## src/rtl/vga_pkg.sv

```systemverilog
// Shared 640x480@60 timing constants and the framebuffer colour type.
// Latency: none (declarations only).
// Backpressure: none.
package vga_pkg;

    // Horizontal timing in pixel ticks
    localparam int H_VIS   = 640;
    localparam int H_FP    = 16;
    localparam int H_SYNC  = 96;
    localparam int H_BP    = 48;
    localparam int H_TOTAL = H_VIS + H_FP + H_SYNC + H_BP;

    // Vertical timing in lines
    localparam int V_VIS   = 480;
    localparam int V_FP    = 10;
    localparam int V_SYNC  = 2;
    localparam int V_BP    = 33;
    localparam int V_TOTAL = V_VIS + V_FP + V_SYNC + V_BP;

    // Playfield held in the framebuffer; each pixel covers a 4x4 screen block
    localparam int FB_W = 160;
    localparam int FB_H = 120;

    // One bit per channel: bit 2 = R, bit 1 = G, bit 0 = B
    typedef logic [2:0] colour_t;

endpackage

```

## src/rtl/vga_timing.sv

```systemverilog
// Pixel-tick phase, h/v raster counters and the sync/blank/vblank/frame_start decode.
// Latency: decode outputs are combinational from the counters; frame_start is registered (1 clk).
// Backpressure: none; free-running raster.
module vga_timing
    import vga_pkg::*;
(
    input  logic       clk,
    input  logic       resetn,
    output logic       pix_en_o,
    output logic       phase_o,
    output logic [7:0] col_o,
    output logic [9:0] v_o,
    output logic       line_end_o,
    output logic       frame_end_o,
    output logic       hs_n_o,
    output logic       vs_n_o,
    output logic       vis_o,
    output logic       vblank_o,
    output logic       frame_start_o
);

    localparam logic [9:0] H_LAST    = 10'(H_TOTAL - 1);
    localparam logic [9:0] V_LAST    = 10'(V_TOTAL - 1);
    localparam logic [9:0] H_VIS_END = 10'(H_VIS);
    localparam logic [9:0] V_VIS_END = 10'(V_VIS);
    localparam logic [9:0] H_SYNC_LO = 10'(H_VIS + H_FP);
    localparam logic [9:0] H_SYNC_HI = 10'(H_VIS + H_FP + H_SYNC);
    localparam logic [9:0] V_SYNC_LO = 10'(V_VIS + V_FP);
    localparam logic [9:0] V_SYNC_HI = 10'(V_VIS + V_FP + V_SYNC);

    logic       phase_q, phase_d;
    logic [9:0] h_q, h_d;
    logic [9:0] v_q, v_d;
    logic       frame_start_q, frame_start_d;

    logic pix_en;
    logic line_end;
    logic frame_end;

    // 25 MHz tick: every second clk, on the phase==1 cycle
    assign pix_en    = phase_q;
    assign line_end  = pix_en && (h_q == H_LAST);
    assign frame_end = line_end && (v_q == V_LAST);

    // Raster advance: h steps every tick, v steps when h wraps
    always_comb begin
        phase_d = ~phase_q;
        h_d     = h_q;
        v_d     = v_q;
        if (pix_en) begin
            if (line_end) begin
                h_d = '0;
                v_d = frame_end ? 10'd0 : v_q + 10'd1;
            end else begin
                h_d = h_q + 10'd1;
            end
        end
        frame_start_d = pix_en && (h_q == 10'd0) && (v_q == 10'd0);
    end

    // Counter state; synchronous reset restarts the raster at h=0, v=0
    always_ff @(posedge clk) begin
        if (!resetn) begin
            phase_q       <= 1'b0;
            h_q           <= '0;
            v_q           <= '0;
            frame_start_q <= 1'b0;
        end else begin
            phase_q       <= phase_d;
            h_q           <= h_d;
            v_q           <= v_d;
            frame_start_q <= frame_start_d;
        end
    end

    assign pix_en_o      = pix_en;
    assign phase_o       = phase_q;
    assign col_o         = h_q[9:2];
    assign v_o           = v_q;
    assign line_end_o    = line_end;
    assign frame_end_o   = frame_end;
    assign hs_n_o        = !((h_q >= H_SYNC_LO) && (h_q < H_SYNC_HI));
    assign vs_n_o        = !((v_q >= V_SYNC_LO) && (v_q < V_SYNC_HI));
    assign vis_o         = (h_q < H_VIS_END) && (v_q < V_VIS_END);
    assign vblank_o      = (v_q >= V_VIS_END);
    assign frame_start_o = frame_start_q;

endmodule

```

## src/rtl/vga_scanout.sv

```systemverilog
// Reads the 160x120 framebuffer once per 4x4 block and drives 640x480@60 VGA pins.
// Latency: raster position to pins 2 pixel ticks (address+decode stage, then data/colour stage).
// Backpressure: none; framebuffer read port must answer 1 clk after rd_addr.
module vga_scanout #(
    parameter int FB_W     = 160,
    parameter int FB_H     = 120,
    parameter int ADDR_W   = 15,
    parameter int COLOUR_W = 3,
    parameter int DAC_W    = 10
) (
    input  logic                clk,
    input  logic                resetn,
    output logic [ADDR_W-1:0]   rd_addr,
    input  logic [COLOUR_W-1:0] rd_data,
    output logic [DAC_W-1:0]    VGA_R,
    output logic [DAC_W-1:0]    VGA_G,
    output logic [DAC_W-1:0]    VGA_B,
    output logic                VGA_HS,
    output logic                VGA_VS,
    output logic                VGA_BLANK_N,
    output logic                VGA_SYNC_N,
    output logic                VGA_CLK,
    output logic                frame_start,
    output logic                vblank
);

    import vga_pkg::colour_t;

    // The last screen line of the playfield; no row step after it
    localparam logic [9:0]        V_LAST_ROW = 10'(4 * FB_H - 1);
    localparam logic [ADDR_W-1:0] ROW_STEP   = ADDR_W'(FB_W);

    logic       pix_en;
    logic       phase;
    logic [7:0] col;
    logic [9:0] v;
    logic       line_end;
    logic       frame_end;
    logic       hs_n;
    logic       vs_n;
    logic       vis;

    vga_timing u_timing (
        .clk           (clk),
        .resetn        (resetn),
        .pix_en_o      (pix_en),
        .phase_o       (phase),
        .col_o         (col),
        .v_o           (v),
        .line_end_o    (line_end),
        .frame_end_o   (frame_end),
        .hs_n_o        (hs_n),
        .vs_n_o        (vs_n),
        .vis_o         (vis),
        .vblank_o      (vblank),
        .frame_start_o (frame_start)
    );

    // Row base accumulates FB_W every 4 lines so no multiplier is needed
    logic [ADDR_W-1:0] row_base_q, row_base_d;
    logic [ADDR_W-1:0] rd_addr_q, rd_addr_d;

    // Stage 0: decode registered alongside the read address
    logic hs0_q, vs0_q, vis0_q;
    // Stage 1: pins, aligned with the returned framebuffer word
    logic             hs1_q, vs1_q, vis1_q;
    logic [DAC_W-1:0] r_q, g_q, b_q;
    logic [DAC_W-1:0] r_d, g_d, b_d;

    colour_t px;
    assign px = colour_t'(rd_data);

    // Address generation: frame wrap clears the row base ahead of any row step
    always_comb begin
        row_base_d = row_base_q;
        if (frame_end) begin
            row_base_d = '0;
        end else if (line_end && (v[1:0] == 2'd3) && (v < V_LAST_ROW)) begin
            row_base_d = row_base_q + ROW_STEP;
        end

        rd_addr_d = rd_addr_q;
        if (pix_en && vis) begin
            rd_addr_d = row_base_q + ADDR_W'(col);
        end
    end

    // Colour expansion; the blank flag from stage 0 belongs to the word now on rd_data
    always_comb begin
        r_d = '0;
        g_d = '0;
        b_d = '0;
        if (vis0_q) begin
            r_d = {DAC_W{px[2]}};
            g_d = {DAC_W{px[1]}};
            b_d = {DAC_W{px[0]}};
        end
    end

    // Address and two-stage pixel pipeline, advancing on pixel ticks only
    always_ff @(posedge clk) begin
        if (!resetn) begin
            row_base_q <= '0;
            rd_addr_q  <= '0;
            hs0_q      <= 1'b1;
            vs0_q      <= 1'b1;
            vis0_q     <= 1'b0;
            hs1_q      <= 1'b1;
            vs1_q      <= 1'b1;
            vis1_q     <= 1'b0;
            r_q        <= '0;
            g_q        <= '0;
            b_q        <= '0;
        end else begin
            row_base_q <= row_base_d;
            rd_addr_q  <= rd_addr_d;
            if (pix_en) begin
                hs0_q  <= hs_n;
                vs0_q  <= vs_n;
                vis0_q <= vis;
                hs1_q  <= hs0_q;
                vs1_q  <= vs0_q;
                vis1_q <= vis0_q;
                r_q    <= r_d;
                g_q    <= g_d;
                b_q    <= b_d;
            end
        end
    end

    assign rd_addr     = rd_addr_q;
    assign VGA_R       = r_q;
    assign VGA_G       = g_q;
    assign VGA_B       = b_q;
    assign VGA_HS      = hs1_q;
    assign VGA_VS      = vs1_q;
    assign VGA_BLANK_N = vis1_q;
    assign VGA_SYNC_N  = 1'b0;
    assign VGA_CLK     = phase;

endmodule

```

## config.mk

```make
export PLATFORM = sky130hd
export DESIGN_NAME = vga_scanout
export DESIGN_NICKNAME = d
export VERILOG_FILES = /design/src/rtl/vga_pkg.sv /design/src/rtl/vga_timing.sv /design/src/rtl/vga_scanout.sv
export SDC_FILE = /design/constraint.sdc
export NUM_CORES = 1
export LEC_CHECK = 0
export ABC_AREA = 0
export CORE_MARGIN = 2
export CORE_UTILIZATION = 51
export CTS_CLUSTER_DIAMETER = 120
export CTS_CLUSTER_SIZE = 30
export DETAILED_ROUTE_END_ITERATION = 8
export HOLD_SLACK_MARGIN = 0.15
export PLACE_DENSITY = 0.79
export SLEW_MARGIN = 5
export SYNTH_ARGS = -nofsm -noshare
export SYNTH_HDL_FRONTEND = slang
export SYNTH_SLANG_ARGS = --single-unit
```

## constraint.sdc

```tcl
create_clock -name clk -period 3.3 [get_ports clk]
set_input_delay 0.33 -clock clk [delete_from_list [all_inputs] [get_ports clk]]
set_output_delay 0.33 -clock clk [all_outputs]
set_load 0.01 [all_outputs]
```

==> out/metrics.yaml <==
status:
  status: "complete, no violations"
yosys:
  synth_largest_area_cell: "dfxtp_1"
  yosys_warnings: 0
  async_flop_share: 0
  synth_area_leaders: "dfxtp_1 (38%), buf_4 (7.7%), a21oi_1 (6.0%)"
  syn_area_um2: 2925
  synth_seq_cells: 56
  synthFlopType: "dfxtp_1"
  postSynthCellCount: 343
  synth_fp_nets: 358
  synth_edf_count: 0
  synthDistinctLibCells: 46
  yosysSeqAreaShare: 0.3832
  yosysTopAreaCellShare: 0.3832
  avgSynthCellArea_um2: 8.529
routing:
  drtPass1Iterations: 4
  via_per_inst: 5.755
  drcViolationCount: 0
  routed_wl_um: 6100
  num_vias: 2486
  ant_nets: 0
  wl_per_cell_um: 14.12
  drt_iter0_drc: 231
power:
  power_density_nw_per_um2: 365.1
  p_leak_nw: 1.149
  peakVddDrop_mv: 0.1681
finish:
  nets: 374
  area_growth_pct: 15.87
  final_layout_size_suffix_gt1_frac: 0.03889
  final_area_um2: 3390
  diodes: 0
floorplanning:
  fp.dieArea_um2: 6358
  core_area_um2: 5507
  fp.dieW_um: 79.74
  fp.dieH_um: 79.74
  io_pins: 57
  initial_core_util: 0.5312
  placementRows: 27
clock_network:
  h-tree-depth: 2
  postCtsHoldBufs: 0
  clockBufferDepth: 2
  cts-buffers-inserted: 5
  cts.sinks: 56
  cts_resized: 0
  cts_tree: "yes"
  insertion_delay_ps: 310
  cts_setup_buffers: 0
  cts_root_buf: "clkbuf_8"
  path_clk_slew_ps: 100
sta:
  fin_hold_ws_ps: 462.1
  hold_viol_final: 0
  tightest_slew_ps: 855.3
  finalCritPeriodShare: 0.7049
  rsz0062_at_grt: "false"
  slew_violations: 0
  min_period_ps: 2326
  fmax_mhz: 429.9
  relSlewSlack: 0.4208
  tns_ps: 0
  setup_viol: 0
  fin_worst_skew_ps: 7.054
setup_path:
  cp_slowest_cell: "o21ai_2"
  crit_type: "reg2reg"
  cp_max_fo: 18
  worst-path-buf-inv: 0
  worst_path_largest_cell_delay_ps: 740
  critPathTopFamily: "simple AND/OR/NAND/NOR gates"
  crit_path_start_kind: "register"
  crit_required_ps: 3460
  cp-end-kind: "register"
  cp_cell_sequence: "ha_1, and4_1, nand3_1, o21ai_2, nor2_1"
  crit_arrival_ps: 2490
global_routing:
  grt_overflow: 0
  antenna_found_initial: 0
  grt_pass1_wl_um: 10320
  track_usage: 0.2016
  grt_pass1_vias: 2157
  grt_max_degree: 28
placed_design:
  place_hpwl_um: 4291
  io_buffers: 55
  gp_congestion: 0.8212
  placed_area_um2: 3278
hold_path:
  hp-class: "reg2reg"
run:
  maxCapViolCount: 0
-- per-layer routing --
metal	wire length [um]	GRT usage	share of wire	up-vias
met2	2746	0.3168	0.45	90
met4	53	0.05763	0.0087	0
li1	-	-	-	1238
met1	2913	0.2847	0.48	1152
met3	386	0.03507	0.063	6
met5	0	0	0	-
-- metrics by stage --
| step | utilization | setup WS [ps] | power (mW) | instances |
|---|---|---|---|---|
| final | 0.6155 | 973.9 | 1.238 | 432 |
| after global placement | 0.5953 | 1097 | 0.8054 | 424 |
| after floorplan | - | 1558 | 0.7703 | 343 |
| after detailed placement | 0.5953 | 998.5 | 0.8074 | 424 |
| after CTS | 0.6155 | 954.1 | 1.250 | 432 |
| after global routing | 0.6155 | 670.1 | 1.289 | 432 |
-- synth_stat cells, types with 2 or more instances --
| library cell | number |
|---|---|
| nand2b_1 | 7 |
| a211oi_1 | 4 |
| xnor2_1 | 6 |
| and4_1 | 4 |
| or4_1 | 9 |
| clkbuf_1 | 13 |
| a31oi_1 | 2 |
| o31ai_1 | 11 |
| buf_2 | 4 |
| nor2_1 | 19 |
| inv_1 | 5 |
| nor3_1 | 4 |
| o311ai_1 | 2 |
| o21ai_0 | 13 |
| nor4_1 | 4 |
| ha_1 | 9 |
| mux2i_1 | 3 |
| dfxtp_1 | 56 |
| xor2_1 | 11 |
| and3_1 | 4 |
| or4b_1 | 3 |
| nor4b_1 | 2 |
| or3_1 | 7 |
| nand3_1 | 21 |
| nand4_1 | 10 |
| buf_4 | 30 |
| a21o_1 | 3 |
| nand2_1 | 25 |
| a21oi_1 | 35 |
-- worst reg2reg max path: stages, from the launching register on --
cell,delay (ps)
dfxtp_1,390
ha_1,210
and4_1,360
nand3_1,360
o21ai_2,740
nor2_1,130
-- worst paths after layout --
kind	from	cells past startpoint	slack (ps)	end
worst min register to register	rd_addr[1]$_SDFFE_PN0P_	2	460	rd_addr[1]$_SDFFE_PN0P_
worst max-delay path	u_timing.h_q[0]$_SDFFE_PN0P_	5	970	u_timing.v_o[0]$_SDFFE_PN0P_
worst min-delay path	rd_addr[1]$_SDFFE_PN0P_	2	460	rd_addr[1]$_SDFFE_PN0P_
worst max register to register	u_timing.h_q[0]$_SDFFE_PN0P_	5	970	u_timing.v_o[0]$_SDFFE_PN0P_
-- sequential cells by signal, summed over array words and instances (netlist names) --
name and flops:
VGA_HS 1, row_base_q 10, hs0_q 1, VGA_BLANK_N 1, rd_addr 15, VGA_VS 1
VGA_B 1, VGA_G 1, u_timing.phase_o 1, vs0_q 1, u_timing.h_q 10, VGA_R 1
u_timing.v_o 10, u_timing.frame_start_o 1, vis0_q 1
-- layout make-up --
class / instances / area (um2)
inverters: 6 / 22.52
fillers: 480 / 2117
well taps: 72 / 90.09
clock inverters: 3 / 42.54
clock buffers: 5 / 68.82
multi-input cells: 232 / 1471
repair buffers: 58 / 573.1
flip-flops and latches: 56 / 1121
-- cell usage in the layout (no fill, tap or decap), types with 2 or more instances in the layout --
| cell type | synthesis | routed |
|---|---|---|
| a21oi_1 | 35 | 35 |
| ha_1 | 9 | 9 |
| or4_1 | 9 | 9 |
| nor2_1 | 19 | 19 |
| and4_1 | 4 | 4 |
| nor4_1 | 4 | 4 |
| inv_1 | 5 | 5 |
| or3_1 | 7 | 7 |
| nand3_1 | 21 | 21 |
| xnor2_1 | 6 | 6 |
| buf_4 | 30 | 3 |
| xor2_1 | 11 | 11 |
| mux2i_1 | 3 | 3 |
| nand4_1 | 10 | 10 |
| nand2_1 | 25 | 25 |
| o31ai_1 | 11 | 11 |
| a211oi_1 | 4 | 4 |
| nor3_1 | 4 | 4 |
| and3_1 | 4 | 4 |
| a21o_1 | 3 | 3 |
| clkbuf_8 | 0 | 5 |
| clkdlybuf4s50_1 | 0 | 55 |
| nand2b_1 | 7 | 7 |
| or4b_1 | 3 | 3 |
| nor4b_1 | 2 | 2 |
| o21ai_0 | 13 | 13 |
| dfxtp_1 | 56 | 56 |
| o311ai_1 | 2 | 2 |
| a31oi_1 | 2 | 2 |
-- power by group --
| group | internal (mW) | switching, mW |
|---|---|---|
| combinational | 0.0462 | 0.0484 |
| clock | 0.225 | 0.222 |
| sequential | 0.688 | 0.00890 |
| total | 0.959 | 0.279 |
-- cells by family (layout without fill, tap and decap cells) --
group | after synthesis | after routing | synth area share
other | 1 | 1 | 0.001282
AOI/OAI and AO/OA | 76 | 76 | 0.1583
buffers and inverters | 55 | 72 | 0.1138
adders and majority gates | 10 | 10 | 0.04534
and+or+nand+nor | 125 | 125 | 0.2370
xor gates and xnor gates | 17 | 17 | 0.05090
DFF | 56 | 56 | 0.3832
muxes | 3 | 3 | 0.01027
Note: power is estimated with default switching activity, not from simulation.
